**config.mk**
```make
export PLATFORM = sky130hd
export DESIGN_NAME = fhe_add_sched
export DESIGN_NICKNAME = d
export VERILOG_FILES = /design/src/rtl/fhe_add_sched.sv
export SDC_FILE = /design/constraint.sdc
export NUM_CORES = 1
export LEC_CHECK = 0
export CORE_AREA = 4 4 130 132
export DETAILED_ROUTE_END_ITERATION = 12
export DIE_AREA = 0 0 134 136
export PLACE_DENSITY_LB_ADDON = 0.2
export RECOVER_POWER = 50
export REMOVE_ABC_BUFFERS = 1
export SETUP_SLACK_MARGIN = 0.02
export SLEW_MARGIN = 20
export SYNTH_ARGS = -nofsm -noshare
export SYNTH_HDL_FRONTEND = slang
export SYNTH_SLANG_ARGS = --single-unit
```
**constraint.sdc**
```tcl
create_clock -name clk -period 3.8 [get_ports clk]
set_clock_uncertainty 0.15 [all_clocks]
set_input_delay 0.38 -clock clk [delete_from_list [all_inputs] [get_ports clk]]
set_output_delay 0.38 -clock clk [all_outputs]
set_load 0.01 [all_outputs]
```
**src/rtl/fhe_add_sched.sv**
```systemverilog
// fhe_add_sched: round-robin scheduler running byte-serial NBYTES-wide adds on one shared external 8-bit adder slice.
// Define FHE_ADD_SCHED_SUB_EN to add a per-requester req_sub port (A-B via inverted B and carry-in 1).
module fhe_add_sched #(
    parameter int NREQ = 4,
    parameter int NBYTES = 4,
    localparam int W = 8 * NBYTES,
    localparam int IW = NREQ > 1 ? $clog2(NREQ) : 1,
    localparam int XW = NBYTES > 1 ? $clog2(NBYTES) : 1
) (
    input  logic              clk,
    input  logic              rst,
    input  logic [NREQ-1:0]   req_valid,
    output logic [NREQ-1:0]   req_ready,
    input  logic [NREQ*W-1:0] req_a,
    input  logic [NREQ*W-1:0] req_b,
`ifdef FHE_ADD_SCHED_SUB_EN
    input  logic [NREQ-1:0]   req_sub,
`endif
    output logic              rsp_valid,
    input  logic              rsp_ready,
    output logic [W-1:0]      rsp_sum,
    output logic              rsp_cout,
    output logic [IW-1:0]     rsp_id,
    output logic [7:0]        add_a,
    output logic [7:0]        add_b,
    output logic              add_cin,
    input  logic [7:0]        add_sum,
    input  logic              add_cout
);
    localparam logic [1:0] IDLE = 2'd0;
    localparam logic [1:0] RUN  = 2'd1;
    localparam logic [1:0] DONE = 2'd2;

    logic [1:0]    state_q, state_d;
    logic [IW-1:0] rr_ptr_q, rr_ptr_d, id_q, id_d, gnt;
    logic [W-1:0]  a_q, a_d, b_q, b_d, sum_q, sum_d;
    logic [XW-1:0] idx_q, idx_d;
    logic          carry_q, carry_d, cout_q, cout_d, found, sub, last;
    int            j;

    // Descending scan so the lowest offset from rr_ptr wins
    always_comb begin
        gnt = '0;
        found = 1'b0;
        j = 0;
        for (int k = NREQ - 1; k >= 0; k--) begin
            j = int'(rr_ptr_q) + k;
            j = j >= NREQ ? j - NREQ : j;
            if (req_valid[IW'(j)]) begin
                gnt = IW'(j);
                found = 1'b1;
            end
        end
    end

`ifdef FHE_ADD_SCHED_SUB_EN
    assign sub = req_sub[gnt];
`else
    assign sub = 1'b0;
`endif
    assign last = idx_q == XW'(NBYTES - 1);

    // B is stored pre-inverted for subtraction so RUN never needs the mode bit
    always_comb begin
        state_d = state_q;
        rr_ptr_d = rr_ptr_q;
        id_d = id_q;
        a_d = a_q;
        b_d = b_q;
        sum_d = sum_q;
        idx_d = idx_q;
        carry_d = carry_q;
        cout_d = cout_q;
        req_ready = '0;
        add_a = '0;
        add_b = '0;
        add_cin = 1'b0;
        if (state_q == IDLE && found) begin
            req_ready = NREQ'(1) << gnt;
            a_d = req_a[gnt*W +: W];
            b_d = sub ? ~req_b[gnt*W +: W] : req_b[gnt*W +: W];
            carry_d = sub;
            idx_d = '0;
            id_d = gnt;
            rr_ptr_d = gnt == IW'(NREQ - 1) ? '0 : gnt + 1'b1;
            state_d = RUN;
        end
        if (state_q == RUN) begin
            add_a = a_q[idx_q*8 +: 8];
            add_b = b_q[idx_q*8 +: 8];
            add_cin = carry_q;
            sum_d[idx_q*8 +: 8] = add_sum;
            carry_d = add_cout;
            idx_d = idx_q + 1'b1;
            cout_d = last ? add_cout : cout_q;
            state_d = last ? DONE : RUN;
        end
        if (state_q == DONE && rsp_ready)
            state_d = IDLE;
    end

    always_ff @(posedge clk or posedge rst) begin
        if (rst) begin
            state_q <= IDLE;
            rr_ptr_q <= '0;
            id_q <= '0;
            a_q <= '0;
            b_q <= '0;
            sum_q <= '0;
            idx_q <= '0;
            carry_q <= 1'b0;
            cout_q <= 1'b0;
        end else begin
            state_q <= state_d;
            rr_ptr_q <= rr_ptr_d;
            id_q <= id_d;
            a_q <= a_d;
            b_q <= b_d;
            sum_q <= sum_d;
            idx_q <= idx_d;
            carry_q <= carry_d;
            cout_q <= cout_d;
        end
    end

    assign rsp_valid = state_q == DONE;
    assign rsp_sum = sum_q;
    assign rsp_cout = cout_q;
    assign rsp_id = id_q;
endmodule

```
# After elaboration in Yosys (flattened, before gate mapping)
# Index checks and enable logic that the tools add are counted.
# word_totals
ff_bits	106
in_bits	272
out_inout_bits	57
word_cells	82
# op_classes
add_sub_neg	10
order_cmp	8
eq_ne	4
shifts	7
mux	38
n_reduce_logical	6
# ops
operator	count
$shiftx A128 B8 Y32	2
$shiftx A32 B6 Y8	2
$neg A5 Y34	1
$shift A8 B34 Y32 const A	1
$shiftx A8 B34 Y32	1
$bwmux W32	1
$mux W2	15
$lt A2 B4 Y1 const B	4
$mux W8	2
$mux W1	15
$ge A3 B3 Y1 const B	3
$bmux W1 S2	4
$sub A2 B1 Y2 const B	4
$add A2 B2 Y3 const B	2
$eq A2 B2 Y1 const B	3
$add A2 B1 Y2 const B	2
$mux W4	1
$shl A1 B2 Y4 const A	1
$add A2 B1 Y3 const B	1
$ge A2 B3 Y1 const B	1
$reduce_bool A3 Y1	1
$eq A2 B1 Y1 const B	1
$logic_and A1 B1 Y1	2
$logic_not A2 Y1	1
2 further kinds	2

# Depth between registers and ports, before layout
# Gate-level depths: netlist of the first run.
# depth
word_depth	14
depth_mapped	9
depth_no_buf	6

# Worst setup path after synthesis of the first run
# OpenSTA, ideal clock, no wires.
# synth_path
path_type	reg-to-reg
from	register idx_q[1]
to	register sum_q[24], in the netlist rsp_sum[24]
setup_time_ns	0.068
arrival_ns	2.175
required_time_ns	3.582
slack_ns	1.407
path_stages_with_launch	7
path_buffers	2
period_less_slack_ns	2.393
path_cell_list	dfrtp_1 > clkbuf_1 > clkbuf_1 > inv_1 > ha_1 > nor4_2 > a22o_1
# synth_between
elab_chain_cells	3
word_cells_on_any_way	4
cone_classes	add/sub: 1; shift: 2; mux: 1
# synth_lines
element	line	source
start, declared	37	logic [XW-1:0] idx_q, idx_d;
start signal, assigned	120	idx_q <= idx_d;
$neg A5 Y34 (*)	92	sum_d[idx_q*8 +: 8] = add_sum;
$shiftx A8 B34 Y32 or $shift A8 B34 Y32 (tied branches)	92	
$bwmux W32 (*)	92	
end signal, assigned	119	sum_q <= sum_d;
end, declared	36	logic [W-1:0] a_q, a_d, b_q, b_d, sum_q, sum_d;
# Mark *: on every way between the ends. The rest lies on a longest branch, timed or not.
# A chain may end at the register's enable or synchronous reset.

# Final worst setup path of the first run
# layout_path
from	input port req_valid[0]
to	output port req_ready[3]
# layout_between
elab_chain_cells	9
word_cells_on_any_way	23
cone_classes	shift: 1; mux: 21; reduce/logical: 1
# layout_lines
element	line	source
start, declared	12	input logic [NREQ-1:0] req_valid,
$bmux W1 S2	49	if (req_valid[IW'(j)]) begin
$mux W1 (implied by the code) (2 in series)	49	
$mux W2 or $mux W1 (tied branches) (4 in series)	49	
$shl A1 B2 Y4 or $logic_and A1 B1 Y1 (tied branches)	79, 78	
$mux W4 (*)	78	if (state_q == IDLE && found) begin
end, declared	13	output logic [NREQ-1:0] req_ready,
# Mark *: on every way between the ends. The rest lies on a longest branch, timed or not. The select of a mux whose other input is x is not followed.

==> impl_metrics.env, run 1 <==
export IMPL_rsz0062_at_grt="no"
export IMPL_syn_instance_count=534
export IMPL_ys_ff_latch=106
export IMPL_wirelength_um=22190
export IMPL_cp_data_required_time_ns=3.27
export IMPL_maxCapViolCount=1
export IMPL_status="finished with violations"
export IMPL_ys_flop_type="dfrtp_1"
export IMPL_drt_iter0_drc=268
export IMPL_gp_congestion=0.8684
export IMPL_synth_distinct_cells=36
export IMPL_grt_pass1_vias=6257
export IMPL_finalHoldViolations=0
export IMPL_critPathArrivalTime_ns=2.79
export IMPL_p_leak_nw=4.222
export IMPL_endpoint="req_ready[3]"
export IMPL_dp_hpwl_um=17000
export IMPL_synthArstFlopShare_pct=100.0
export IMPL_antenna_found_initial=2
export IMPL_min_period_ns=3.318
export IMPL_finalSetupViolCount=0
export IMPL_reg2reg_from="state_q[0]$_DFFE_PP0P_"
export IMPL_tns_ns=0
export IMPL_area_delta_synth_final_pct=60.90
export IMPL_yosysWarningCount=0
export IMPL_cts_tree="done"
export IMPL_start_util_pct=39.47
export IMPL_ant_nets=0
export IMPL_io_pins=329
export IMPL_worst_pin_slew_ns=2.237
export IMPL_vias=5783
export IMPL_grt_max_degree=71
export IMPL_violations="max-capacitance violations, max-slew violations"
export IMPL_cp_max_fo=17
export IMPL_worst_hold_slack_ns=0.3368
export IMPL_min_period_over_period_pct=87.32
export IMPL_finalMaxSlewViolations=58
export IMPL_avgSynthCellArea_um2=11.61
export IMPL_drc=0
export IMPL_ctsHoldBuffers=0
export IMPL_postLayoutCellArea_um2=9980
export IMPL_post_drt_wl_per_cell_um=20.86
export IMPL_synth_edf_count=0
export IMPL_irDropWorstVdd_mv=0.2179
export IMPL_slew_headroom_pct=-49.28
export IMPL_syn_area_um2=6202
export IMPL_fp_dieH_um=136
export IMPL_cp_end_kind="output pin"
export IMPL_cts_resized=0
export IMPL_regToRegEndpoint="rsp_sum[19]$_DFFE_PP0P_"
export IMPL_pre_cts_slack_ns=0.4881
export IMPL_r2r_cells=4
export IMPL_grt_pass1_wl_um=33470
export IMPL_grt_overflow=0
export IMPL_nets=1120
export IMPL_cts_setup_buffers=0
export IMPL_criticalPathCategory="input pin to output pin"
export IMPL_start_kind="input pin"
export IMPL_die_area_um2=18220
export IMPL_die_width_um=134
export IMPL_seq_area_frac_synth_pct=42.77
export IMPL_reg2reg_slack_ns=0.79
export IMPL_track_usage_pct=23.81
export IMPL_crit_start="req_valid[0]"
export IMPL_htreeDepth=3
export IMPL_std_cell_rows=46
export IMPL_clock_latency_ns=0.35
export IMPL_drive_gt1_share_pct=14.17
export IMPL_fmax_mhz=301.4
export IMPL_via_per_inst=5.435
export IMPL_holdCritPathClass="register to register"
export IMPL_drt_pass1_iter_count=5
export IMPL_cts_sinks=106
export IMPL_fin_ws_ns=0.4819
export IMPL_clockBufferDepth=2
export IMPL_core_area_um2=15710
export IMPL_numCtsBuffers=9
export IMPL_clockRootBuffer="clkbuf_16"
export IMPL_place_area_um2=9669
export IMPL_io_buffers=328
export IMPL_total_power_mw=3.005
export IMPL_p_per_area_nw_per_um2=301.1
export IMPL_path_clk_slew_ns=0.07
## critical path, cell delays in order
cell,delay [ns]
clkdlybuf4s50_1,0.56
a21boi_0,0.20
o221ai_4,0.63
inv_1,0.17
ha_1,0.23
and2_1,0.13
clkdlybuf4s50_1,0.47
## worst min-delay path by stage
stage | startpoint | end | cells after the start
6_report | rsp_id[1]$_DFFE_PP0P_ | rsp_id[1]$_DFFE_PP0P_ | 2
2_1_floorplan | carry_q$_DFFE_PP0P_ | carry_q$_DFFE_PP0P_ | 2
4_1_cts | rsp_id[1]$_DFFE_PP0P_ | rsp_id[1]$_DFFE_PP0P_ | 2
5_1_grt | rsp_id[0]$_DFFE_PP0P_ | rsp_id[0]$_DFFE_PP0P_ | 1
3_5_place_dp | rsp_id[0]$_DFFE_PP0P_ | rsp_id[0]$_DFFE_PP0P_ | 1
3_3_place_gp | rsp_id[1]$_DFFE_PP0P_ | rsp_id[1]$_DFFE_PP0P_ | 2
## final cells by class
| class | count | area [um^2] |
|---|---|---|
| tap | 216 | 270.3 |
| fill | 1246 | 5733 |
| clock buffer | 10 | 239.0 |
| sequential | 106 | 2654 |
| inverter | 8 | 30.03 |
| antenna | 1 | 2.502 |
| multi-input combinational | 378 | 3309 |
| timing repair buffer | 339 | 3401 |
| clock inverter | 6 | 73.82 |
## synth_stat cells, types with 8 or more instances
library cell	count	share of area [%]
dfrtp_1	106	43
a22oi_1	32	3.9
and2_1	18	1.8
o22ai_1	32	3.2
a22o_1	32	4.5
clkbuf_1	15	0.91
mux4_2	16	5.8
nand2_1	16	0.97
inv_1	8	0.48
a21oi_1	34	2.7
buf_2	14	1.1
mux2_2	65	12
mux2i_1	65	10
o21ai_0	25	2.0
o21ai_1	12	0.97
## flip-flops by register name (all words and copies together) (netlist names)
signal	count
idx_q	2
carry_q	1
b_q	32
rsp_sum	32
state_q	2
rsp_cout	1
a_q	32
rr_ptr_q	2
rsp_id	2
## cell usage in the layout (no fill, tap or decap), drive strengths merged
| master | count |
|---|---|
| mux2i | 65 |
| nor4b | 3 |
| bufinv | 1 |
| mux4 | 16 |
| a22oi | 32 |
| a221oi | 1 |
| and2 | 18 |
| clkbuf | 11 |
| nor2 | 5 |
| clkdlybuf4s50 | 300 |
| nand3 | 2 |
| dlygate4sd3 | 28 |
| clkinv | 3 |
| buf | 10 |
| o22ai | 32 |
| o221ai | 1 |
| a21oi | 34 |
| mux2 | 65 |
| nor3 | 3 |
| a22o | 32 |
| o31ai | 1 |
| o21ai | 37 |
| dfrtp | 106 |
| nor2b | 2 |
| diode | 1 |
| a21boi | 1 |
| ha | 6 |
| nand2 | 16 |
| inv | 10 |
| or3 | 1 |
| or3b | 1 |
| nor4 | 2 |
| nand2b | 1 |
| a21o | 1 |
## routing by layer
layer	share of wire (%)	track usage [%]	vias to the layer above
met4	1.7	6.971	2
met2	55	44.50	256
li1	-	-	2664
met5	0.036	0	-
met1	36	26.43	2832
met3	7.6	6.551	29
## metrics by stage
step | std cells | utilization [%]
floorplan | 492 | -
global placement | 1047 | 61.54
detailed placement | 1047 | 61.54
CTS | 1063 | 63.53
global route | 1064 | 63.51
finish | 1064 | 63.51
## power breakdown
group | internal, mW | switching (mW) | leakage, nW
clock network | 0.538 | 0.443 | 0.154
registers | 1.21 | 0.0503 | 1.31
logic | 0.496 | 0.265 | 2.76
total | 2.25 | 0.759 | 4.22
## cells by family (layout without fill, tap and decap cells)
family	count (synthesis)	count (layout)	synth area share [%]
AOI/OAI and AO/OA	172	172	18.20
muxes	146	146	28.10
DFF	106	106	42.77
and+or+nand+nor	54	54	5.326
buffers and inverters	50	363	4.398
adders and majority gates	6	6	1.210
other	0	1	0
Note: power is estimated with default switching activity, not from simulation.
==> run 2, diff against run 1 <==
--- a/config.mk
+++ b/config.mk
@@ -5,9 +5,10 @@
 export SDC_FILE = /design/constraint.sdc
 export NUM_CORES = 1
 export LEC_CHECK = 0
-export CORE_AREA = 4 4 130 132
+export ABC_AREA = 1
+export CORE_AREA = 4 4 138 140
 export DETAILED_ROUTE_END_ITERATION = 12
-export DIE_AREA = 0 0 134 136
+export DIE_AREA = 0 0 142 144
 export PLACE_DENSITY_LB_ADDON = 0.2
 export RECOVER_POWER = 50
 export REMOVE_ABC_BUFFERS = 1
==> run 2 against run 1 <==
The flow still finishes with violations (max-capacitance violations, max-slew violations). Via count is 51% higher. Critical endpoint is now req_ready[0]. Design area is 14% higher. Critical path type is now register to output pin. Global-route usage is 1.4 points higher. Worst hold slack worse by 0.0080 ns. Sequential power is 52% higher.
==> impl_metrics.env, run 2 <==
export IMPL_grt_overflow=0
export IMPL_path_clk_slew_ns=0.08
export IMPL_syn_area_um2=7775
export IMPL_drc=0
export IMPL_cp_cell_sequence="inv_4 > nand2_1 > nand2_1 > nand2_1 > o22ai_1 > nand2_1 > a21boi_4 > buf_4 > nor2_1 > clkdlybuf4s50_1"
export IMPL_synth_mux_area_share_pct=0
export IMPL_synth_top_family_by_area="simple AND/OR/NAND/NOR gates"
export IMPL_cp_end_kind="output pin"
export IMPL_ys_ff_latch=106
export IMPL_drive_gt1_share_pct=5.609
export IMPL_top_usage_layer="met2"
export IMPL_io_pins=329
export IMPL_synthSimpleGateAreaFrac_pct=43.43
export IMPL_synth_edf_count=0
export IMPL_wirelength_um=26410
export IMPL_gp_congestion=0.8727
export IMPL_irDropWorstVdd_mv=0.7987
export IMPL_p_leak_nw=5.961
export IMPL_post_drt_wl_per_cell_um=14.83
export IMPL_grt_max_degree=121
export IMPL_seq_area_frac_synth_pct=34.12
export IMPL_maxCapViolCount=1
export IMPL_crit_top_cell="nand2_1"
export IMPL_slowest_delay_ns=0.51
export IMPL_synth_distinct_cells=27
export IMPL_fin_ws_ns=0.4918
export IMPL_htreeDepth=3
export IMPL_reg2reg_from="rr_ptr_q[0]$_DFFE_PP0P_"
export IMPL_p_per_area_nw_per_um2=733.3
export IMPL_track_usage_pct=25.16
export IMPL_via_per_inst=4.912
export IMPL_final_common_cell="nand2_1"
export IMPL_dp_hpwl_um=19820
export IMPL_met3_usage_pct=5.126
export IMPL_antenna_found_initial=1
export IMPL_drt_pass1_iter_count=7
export IMPL_die_width_um=142
export IMPL_use_met1_pct=29.90
export IMPL_start_kind="register"
export IMPL_rsz0062_at_grt="no"
export IMPL_clockRootBuffer="clkbuf_16"
export IMPL_slew_headroom_pct=-58.21
export IMPL_synth_area_leaders="dfrtp_1, nand2_1, nand3_1"
export IMPL_total_power_mw=8.374
export IMPL_worst_hold_slack_ns=0.3288
export IMPL_status="finished with violations"
export IMPL_ys_flop_type="dfrtp_1"
export IMPL_crit_start="rr_ptr_q[0]$_DFFE_PP0P_"
export IMPL_cts_setup_buffers=0
export IMPL_criticalPathCategory="register to output pin"
export IMPL_synth_most_common_cell="nand2_1"
export IMPL_std_cell_rows=49
export IMPL_vias=8748
export IMPL_cts_sinks=106
export IMPL_final_cell_mix="nand2_1, clkdlybuf4s50_1, nand3_1"
export IMPL_cp_max_fo=29
export IMPL_cts_tree="done"
export IMPL_synthArstFlopShare_pct=100.0
export IMPL_finalMaxSlewViolations=60
export IMPL_min_period_ns=3.308
export IMPL_fp_dieH_um=144
export IMPL_yosysWarningCount=0
export IMPL_grt_pass1_wl_um=41240
export IMPL_worst_pin_slew_ns=2.371
export IMPL_yosys_top_cells_count="nand2_1, nand3_1, inv_1, dfrtp_1, nor2_1"
export IMPL_synth_fa_ha_area_share_pct=0.9656
export IMPL_die_area_um2=20450
export IMPL_fmax_mhz=302.3
export IMPL_min_period_over_period_pct=87.06
export IMPL_core_area_um2=17840
export IMPL_ant_nets=0
export IMPL_numCtsBuffers=9
export IMPL_violations="max-capacitance violations, max-slew violations"
export IMPL_worst_path_max_delay_cell="dfrtp_1"
export IMPL_start_util_pct=43.58
export IMPL_fill_cells=1695
export IMPL_avgSynthCellArea_um2=6.141
export IMPL_syn_instance_count=1266
export IMPL_hold_path_startpoint="a_q[15]$_DFFE_PP0P_"
export IMPL_synth_compound_area_share_pct=6.147
export IMPL_clockBufferDepth=2
export IMPL_area_delta_synth_final_pct=46.89
export IMPL_grt_pass1_vias=8310
export IMPL_pre_cts_slack_ns=0.6079
export IMPL_synth_area_leader_cell="dfrtp_1"
export IMPL_final_core_util_pct=64.02
export IMPL_cts_resized=0
export IMPL_holdCritPathClass="register to register"
export IMPL_io_buffers=328
export IMPL_grt_met2_usage_pct=45.17
export IMPL_synth_xor_area_share_pct=0
export IMPL_nets=1824
export IMPL_finalSetupViolCount=0
export IMPL_ctsHoldBuffers=0
export IMPL_drt_iter0_drc=510
export IMPL_critPathArrivalTime_ns=2.78
export IMPL_clock_latency_ns=0.35
export IMPL_synth_top_area_share_pct=34.12
export IMPL_cp_data_required_time_ns=3.27
export IMPL_finalHoldViolations=0
==> run 2: cell count changes in the layout (fill, tap and decap cells not counted), sizes merged, moves of 31 or more <==
cell	change
a22oi	-32
or2	+64
mux2	-65
inv	+213
o21ai	+31
nor2	+80
nand3	+243
mux2i	-65
a22o	-32
nand2	+348
==> run 2: cell families after synthesis <==
family	Yosys count
adder cells (fa/ha/maj)	6
flip-flops	106
AO/OA/AOI/OAI	91
buffers and inverters	297
AND/OR/NAND/NOR	766
==> run 2: critical path: cells and delay by family, from the launching register on <==
family          cells  cell delay, ns
compound gates      2            0.43
flops               1            0.51
simple gates        5            0.44
buf+inv             3            1.04
==> run 2: layout make-up <==
class | instances | area, um^2 | share of cell area, %
Sequential cell | 106 | 2654 | 23.24
Tap cell | 229 | 286.5 | 2.509
Multi-Input combinational cell | 863 | 3960 | 34.67
Clock inverter | 7 | 58.81 | 0.5149
Inverter | 222 | 835.8 | 7.318
Antenna cell | 1 | 2.502 | 0.02191
Clock buffer | 9 | 225.2 | 1.972
Timing Repair Buffer | 344 | 3398 | 29.75
==> run 2: worst paths after layout <==
path / endpoint / slack, ns / depth (start not counted)
worst max-delay path: req_ready[0] / 0.49 / 10
worst min-delay path: a_q[15]$_DFFE_PP0P_ / 0.33 / 2
worst max register to register: a_q[2]$_DFFE_PP0P_ / 0.85 / 15
worst min register to register: a_q[15]$_DFFE_PP0P_ / 0.33 / 2
max in group asynchronous: rsp_sum[2]$_DFFE_PP0P_ / 0.68 / 3
min in group asynchronous: rsp_sum[19]$_DFFE_PP0P_ / 1.14 / 2
==> run 2: per-stage QoR <==
| step | area, um^2 | TNS, ns | std cells |
|---|---|---|---|
| 2_1_floorplan | 7418 | -66.85 | 1191 |
| 3_3_place_gp | 11140 | 0 | 1764 |
| 3_5_place_dp | 11140 | 0 | 1764 |
| 4_1_cts | 11430 | 0 | 1780 |
| 5_1_grt | 11420 | 0 | 1781 |
| 6_report | 11420 | 0 | 1781 |
==> run 2: layer usage <==
metal	vias to the layer above	part of all wire (%)
li1	4445	-
met3	42	7.6
met5	-	0
met4	0	2.7
met1	3932	39
met2	329	51
==> run 2: power by group <==
group	switching, mW	leakage (nW)	internal [mW]
Clock	0.455	0.138	0.456
Combinational	3.42	4.47	2.13
Sequential	0.276	1.35	1.63
Total	4.15	5.96	4.22
